$ cat config.mk
export PLATFORM = sky130hd
export DESIGN_NAME = pc_fetch_sequencer_flat
export DESIGN_NICKNAME = d
export VERILOG_FILES = /design/src/rtl/pc_fetch_if.sv /design/src/rtl/pc_fetch_sequencer.sv /design/src/flat_wrapper.sv
export SDC_FILE = /design/constraint.sdc
export NUM_CORES = 1
export LEC_CHECK = 0
export ABC_AREA = 0
export CAP_MARGIN = 20
export CORE_ASPECT_RATIO = 0.6
export CORE_MARGIN = 4
export CORE_UTILIZATION = 40
export CTS_BUF_LIST = sky130_fd_sc_hd__clkbuf_4 sky130_fd_sc_hd__clkbuf_8 sky130_fd_sc_hd__clkbuf_16
export DETAILED_ROUTE_END_ITERATION = 10
export PLACE_DENSITY = 0.72
export SETUP_SLACK_MARGIN = 0.3
export SLEW_MARGIN = 0
export SYNTH_ARGS = -nofsm -noshare
export SYNTH_HDL_FRONTEND = slang
export SYNTH_SLANG_ARGS = --single-unit
$ cat constraint.sdc
create_clock -name clk -period 3 [get_ports clk]
set_input_delay 0.6 -clock clk [delete_from_list [all_inputs] [get_ports clk]]
set_output_delay 0.6 -clock clk [all_outputs]
set_load 0.005 [all_outputs]
$ cat src/rtl/pc_fetch_if.sv
// Fetch-sequencer bus: control inputs from decode/branch logic plus the
// instruction-memory handshake and program-counter outputs.
interface pc_fetch_if #(
  parameter int XLEN = 32
);
  logic            stall;
  logic            branch_taken;
  logic [XLEN-1:0] branch_target;
  logic            jump;
  logic [XLEN-1:0] jump_target;
  logic            trap;
  logic            mret;
  logic            imem_ready;
  logic            imem_req;
  logic [XLEN-1:0] PC;
  logic [XLEN-1:0] PC_next;
  logic [XLEN-1:0] epc;
  logic            fetch_valid;
  logic            misaligned;

  // The sequencer itself
  modport slave (
    input  stall, branch_taken, branch_target, jump, jump_target,
           trap, mret, imem_ready,
    output imem_req, PC, PC_next, epc, fetch_valid, misaligned
  );

  // Core/memory side driving the sequencer
  modport master (
    output stall, branch_taken, branch_target, jump, jump_target,
           trap, mret, imem_ready,
    input  imem_req, PC, PC_next, epc, fetch_valid, misaligned
  );
endinterface

$ cat src/rtl/pc_fetch_sequencer.sv
// Program-counter owner and instruction-fetch sequencer.
// BOOT -> FETCH after reset; FETCH commits when memory is ready and the core
// is not stalled; STALL holds the PC; TRAP is a one-cycle bubble after a
// trap or a misaligned redirect.
module pc_fetch_sequencer #(
  parameter int              XLEN         = 32,
  parameter logic [XLEN-1:0] RESET_VECTOR = '0,
  parameter logic [XLEN-1:0] TRAP_VECTOR  = XLEN'(32'h0000_0100)
) (
  input  logic      clk,
  input  logic      rst,
  pc_fetch_if.slave bus
);

  typedef enum logic [1:0] {BOOT, FETCH, STALL, TRAP} state_t;

  state_t          state, state_nxt;
  logic [XLEN-1:0] pc_q, epc_q;
  logic            mis_q;

  logic [XLEN-1:0] pc_plus4;
  logic [XLEN-1:0] sel;
  logic            redirect;
  logic            commit;
  logic            bad_target;
  logic            take_trap;

  // Sequential PC+4 wraps naturally at the top of the address space
  assign pc_plus4 = pc_q + XLEN'(4);

  // Next-PC priority mux: trap > mret > jump > branch > sequential
  always_comb begin
    sel      = pc_plus4;
    redirect = 1'b0;
    if (bus.trap) begin
      sel = TRAP_VECTOR;
    end else if (bus.mret) begin
      sel      = epc_q;
      redirect = 1'b1;
    end else if (bus.jump) begin
      sel      = bus.jump_target;
      redirect = 1'b1;
    end else if (bus.branch_taken) begin
      sel      = bus.branch_target;
      redirect = 1'b1;
    end
  end

  // A commit retires the instruction at PC; control inputs matter only here
  assign commit     = (state == FETCH) && bus.imem_ready && !bus.stall;
  assign bad_target = redirect && (sel[1:0] != 2'b00);
  assign take_trap  = commit && (bus.trap || bad_target);

  // Next-state selection
  always_comb begin
    state_nxt = state;
    case (state)
      BOOT:  state_nxt = FETCH;
      FETCH: begin
        if (bus.stall)     state_nxt = STALL;
        else if (take_trap) state_nxt = TRAP;
      end
      STALL: if (!bus.stall) state_nxt = FETCH;
      TRAP:  state_nxt = FETCH;
      default: state_nxt = BOOT;
    endcase
  end

  // State, PC, saved PC and sticky misalignment flag
  always_ff @(posedge clk) begin
    if (rst) begin
      state <= BOOT;
      pc_q  <= RESET_VECTOR;
      epc_q <= '0;
      mis_q <= 1'b0;
    end else begin
      state <= state_nxt;
      if (take_trap) begin
        epc_q <= pc_q;
        pc_q  <= TRAP_VECTOR;
        if (bad_target && !bus.trap) mis_q <= 1'b1;
      end else if (commit) begin
        pc_q <= sel;
      end
    end
  end

  assign bus.imem_req    = (state == FETCH);
  assign bus.fetch_valid = commit;
  assign bus.PC          = pc_q;
  assign bus.PC_next     = sel;
  assign bus.epc         = epc_q;
  assign bus.misaligned  = mis_q;

endmodule

$ cat src/flat_wrapper.sv
// flat-port wrapper written by rule: the top's interface ports become plain ports
module pc_fetch_sequencer_flat 
#(
  parameter int              XLEN         = 32,
  parameter logic [XLEN-1:0] RESET_VECTOR = '0,
  parameter logic [XLEN-1:0] TRAP_VECTOR  = XLEN'(32'h0000_0100)
)
  (clk, rst, bus_stall, bus_branch_taken, bus_branch_target, bus_jump, bus_jump_target, bus_trap, bus_mret, bus_imem_ready, bus_imem_req, bus_PC, bus_PC_next, bus_epc, bus_fetch_valid, bus_misaligned);
  pc_fetch_if #(.XLEN(XLEN)) bus_i ();
  input  logic clk;
  input  logic rst;
  input wire logic [$bits(bus_i.stall)-1:0] bus_stall;
  input wire logic [$bits(bus_i.branch_taken)-1:0] bus_branch_taken;
  input wire logic [$bits(bus_i.branch_target)-1:0] bus_branch_target;
  input wire logic [$bits(bus_i.jump)-1:0] bus_jump;
  input wire logic [$bits(bus_i.jump_target)-1:0] bus_jump_target;
  input wire logic [$bits(bus_i.trap)-1:0] bus_trap;
  input wire logic [$bits(bus_i.mret)-1:0] bus_mret;
  input wire logic [$bits(bus_i.imem_ready)-1:0] bus_imem_ready;
  output wire logic [$bits(bus_i.imem_req)-1:0] bus_imem_req;
  output wire logic [$bits(bus_i.PC)-1:0] bus_PC;
  output wire logic [$bits(bus_i.PC_next)-1:0] bus_PC_next;
  output wire logic [$bits(bus_i.epc)-1:0] bus_epc;
  output wire logic [$bits(bus_i.fetch_valid)-1:0] bus_fetch_valid;
  output wire logic [$bits(bus_i.misaligned)-1:0] bus_misaligned;
  assign bus_i.stall = bus_stall;
  assign bus_i.branch_taken = bus_branch_taken;
  assign bus_i.branch_target = bus_branch_target;
  assign bus_i.jump = bus_jump;
  assign bus_i.jump_target = bus_jump_target;
  assign bus_i.trap = bus_trap;
  assign bus_i.mret = bus_mret;
  assign bus_i.imem_ready = bus_imem_ready;
  assign bus_imem_req = bus_i.imem_req;
  assign bus_PC = bus_i.PC;
  assign bus_PC_next = bus_i.PC_next;
  assign bus_epc = bus_i.epc;
  assign bus_fetch_valid = bus_i.fetch_valid;
  assign bus_misaligned = bus_i.misaligned;
  pc_fetch_sequencer #(.XLEN(XLEN), .RESET_VECTOR(RESET_VECTOR), .TRAP_VECTOR(TRAP_VECTOR)) u_core (.clk(clk), .rst(rst), .bus(bus_i));
endmodule
==> metrics.txt <==
fmax=0.334 GHz; final wirelength=28.1 mm; status=finished, final reports clean; Reg2Reg Depth=16; P_int=2.07 mW; hpwl dp=17.5 mm; CP Class=flip-flop to flip-flop; Pwr per Cell Area=309 nW/µm²; initial antenna violation count=0; endpoint type of the worst setup path=flip-flop; clk buf depth=2; worst hold path startpoint=u_core.bus.misaligned; Layout fillers=742; EDFF count, synth=0; worst min-delay path class=flip-flop to flip-flop; Final Hold Fails=0; largest net degree at the start of global routing=42; WP buf/inv=10; Slowest Stage Delay on Critical Path=0.51 ns; Worst Max-Slew Pin Slew=0.537 ns; hold endpoint=u_core.bus.misaligned; Slew Limit Fails=0; static leakage=3.84 nW; I/O pin count=171; max cap viols=0; clock buffer count from CTS=9; CTS Sinks=67; CP top delay family=buffers and inverters; Rel. slew slack=64.2%; crit path launch type=flip-flop; Seq/Total Area, Yosys=27.3%; share of layout cells above drive strength 1=38.7%; Final Cell Area=9370 µm²; DRC viols=0; reg2reg end=u_core.bus.PC[22]; Rows=31; most frequent CP cell=buf_6; Req. time, crit path=3.24 ns; # nets final=1103; utilization after layout=78.0%; RSZ-0062 raised after global routing=yes; library cells used by synthesis=69; Comb power frac=25.5%; routed vias=7667; Hold Crit Depth=2; Clock Latency Late Sink=0.35 ns; R2R setup slack=0.009 ns; synthesized area=4900 µm²; post-DR wirelength/cell=23.4 µm; slowest CP cell=or4_1; Chip Height=93.8 µm; Tcrit/Tclk final=99.7%; Peak VDD IR=0.281 mV; synthesized instance count=678; Clock transition at path regs=0.06 ns; non-filler instance count after layout=1199; Layout area overhead=91.1%; Area after DPL=7680 µm²; Net Sw Power=0.832 mW; Syn Area/Cell=7.23 µm²; CP max FO=3; vias in the first global route=7112; first drt pass iteration count=9; Syn Nets=752; Clock Skew=0.00897 ns; setup violators final=0; Placer Congestion=0.935; critical path, cell by cell=buf_6 > ha_4 > nand4_1 > buf_4 > buf_6 > nor3_4 > nand3_2 > buf_6 > buf_6 > buf_6 > buf_6 > buf_6 > buf_6 > buf_6 > or4_1 > a31oi_1; via/cell ratio=6.39; Antenna Violating Nets Remaining=0; placed insts=1092; global-route wire length before repair=39.1 mm; asr flop ratio synth=0%; Most used DFF post-synth=dfxtp_1; Port Buf Inserts=170; die width=151 µm; R2R Path Start=u_core.bus.PC[3]; Die Area=14200 µm²; DRT iter0 DRCs=1257; power share of the clock group=42.3%; ant diodes=0; Synth warnings=0; Tot GR Track Use=35.4%; Seq pwr share=32.2%; final setup TNS=0 ns; grt total ovfl=0; CTS tree=built; H-tree Lvls=3; Worst Path Arrival=3.23 ns; fin crit period=2.99 ns; CORE AREA=12000 µm²; Initial Util=40.8%; sw frac=28.7%; root buf cell=clkbuf_16; synthesized flop and latch total=67; Power, Total=2.90 mW
cells in the mapped netlist, types with 9 or more instances:
master,instances,share of area (%)
nor2_1,44,3.4
nor3_1,13,1.3
o22ai_1,14,1.8
a21oi_1,58,5.9
nand2b_1,36,4.6
xor2_1,12,2.1
a211oi_1,13,2.0
clkbuf_1,49,3.8
o21a_1,9,1.4
o21ai_0,76,7.8
xnor2_1,11,2.0
nand3_1,20,2.0
dfxtp_1,67,27
inv_1,15,1.1
nand2_1,51,3.9
nor2b_1,33,4.2
nand4_1,15,1.9
layout by cell type (no fill, tap or decap), types with 15 or more instances in the layout:
cell,Yosys,final
buf_4,0,167
clkdlybuf4s50_1,0,134
o21ai_0,76,74
buf_6,1,57
dfxtp_1,67,45
nand2_1,51,44
a21oi_1,58,44
nor2_1,44,39
nand2b_1,36,35
nor2b_1,33,29
buf_2,6,22
dfxtp_2,0,20
nand4_1,15,15
what timing repair did:
item                       4_1_cts  5_1_grt
resized for setup              212       98
hold buffers                     0        0
setup endpoints to repair       41       34
pin swaps                       57       59
setup buffers                   68       23
registers in the layout, indices dropped and copies added (netlist names):
name                   cells
u_core.bus.PC             32
u_core.bus.epc            32
u_core.bus.misaligned      1
u_core.state               2
metrics by stage:
stage	hold slack [ns]	worst slack, ns
6_report	0.471	0.00937
3_3_place_gp	0.437	-0.357
4_1_cts	0.472	0.0616
5_1_grt	0.495	-0.0417
2_1_floorplan	0.442	0.532
3_5_place_dp	0.456	-0.427
how the worst max path moves through the flow:
stage	start	end	slack (ns)	depth (start not counted)
2_1_floorplan	u_core.bus.PC[8]	bus_PC_next[27]	0.53	5
3_3_place_gp	bus_jump	bus_PC_next[15]	-0.36	8
3_5_place_dp	bus_branch_taken	bus_PC_next[20]	-0.43	9
4_1_cts	u_core.bus.PC[17]	bus_PC_next[27]	0.06	7
5_1_grt	u_core.bus.PC[17]	bus_PC_next[27]	-0.04	7
6_report	u_core.bus.PC[3]	u_core.bus.PC[22]	0.009	16
tightest hold or removal path, stage by stage, from the launching register on:
cell and delay, ns:
dfxtp_1 0.32, inv_1 0.05, a21oi_1 0.05
layout make-up:
class | count | area, µm² | share of cell area [%]
multi-input combinational | 534 | 3770 | 40.2
timing repair buffer | 401 | 3630 | 38.8
sequential | 67 | 1370 | 14.7
clock buffer | 12 | 260 | 2.78
tap | 165 | 206 | 2.20
clock inverter | 4 | 72.6 | 0.774
inverter | 16 | 60.1 | 0.641
logic make-up (layout without fill, tap and decap cells):
kind of cell	after synthesis	after routing	share of synthesized area, %
compound gates	251	251	32.3
fa+ha+maj	2	2	0.510
mux	5	5	1.10
buf+inv	77	433	6.20
flops	67	67	27.3
xor+xnor	23	23	4.11
simple gates	253	253	28.4
power by group through the flow:
stage	clock network [mW]	logic [mW]	registers, mW
global placement	0	0.628	0.948
floorplan	0	0.241	0.954
CTS	1.21	0.677	0.932
global route	1.26	0.766	0.936
detailed placement	0	0.637	0.949
finish	1.23	0.738	0.934
routing by layer:
layer / track usage, % / vias to the layer above / part of all wire, %
met5: 0 / - / 0
met4: 12.5 / 0 / 5.2
met3: 9.59 / 188 / 14
met2: 51.8 / 715 / 41
met1: 49.8 / 3578 / 39
li1: - / 3186 / -
(Power assumes the default switching activity.)
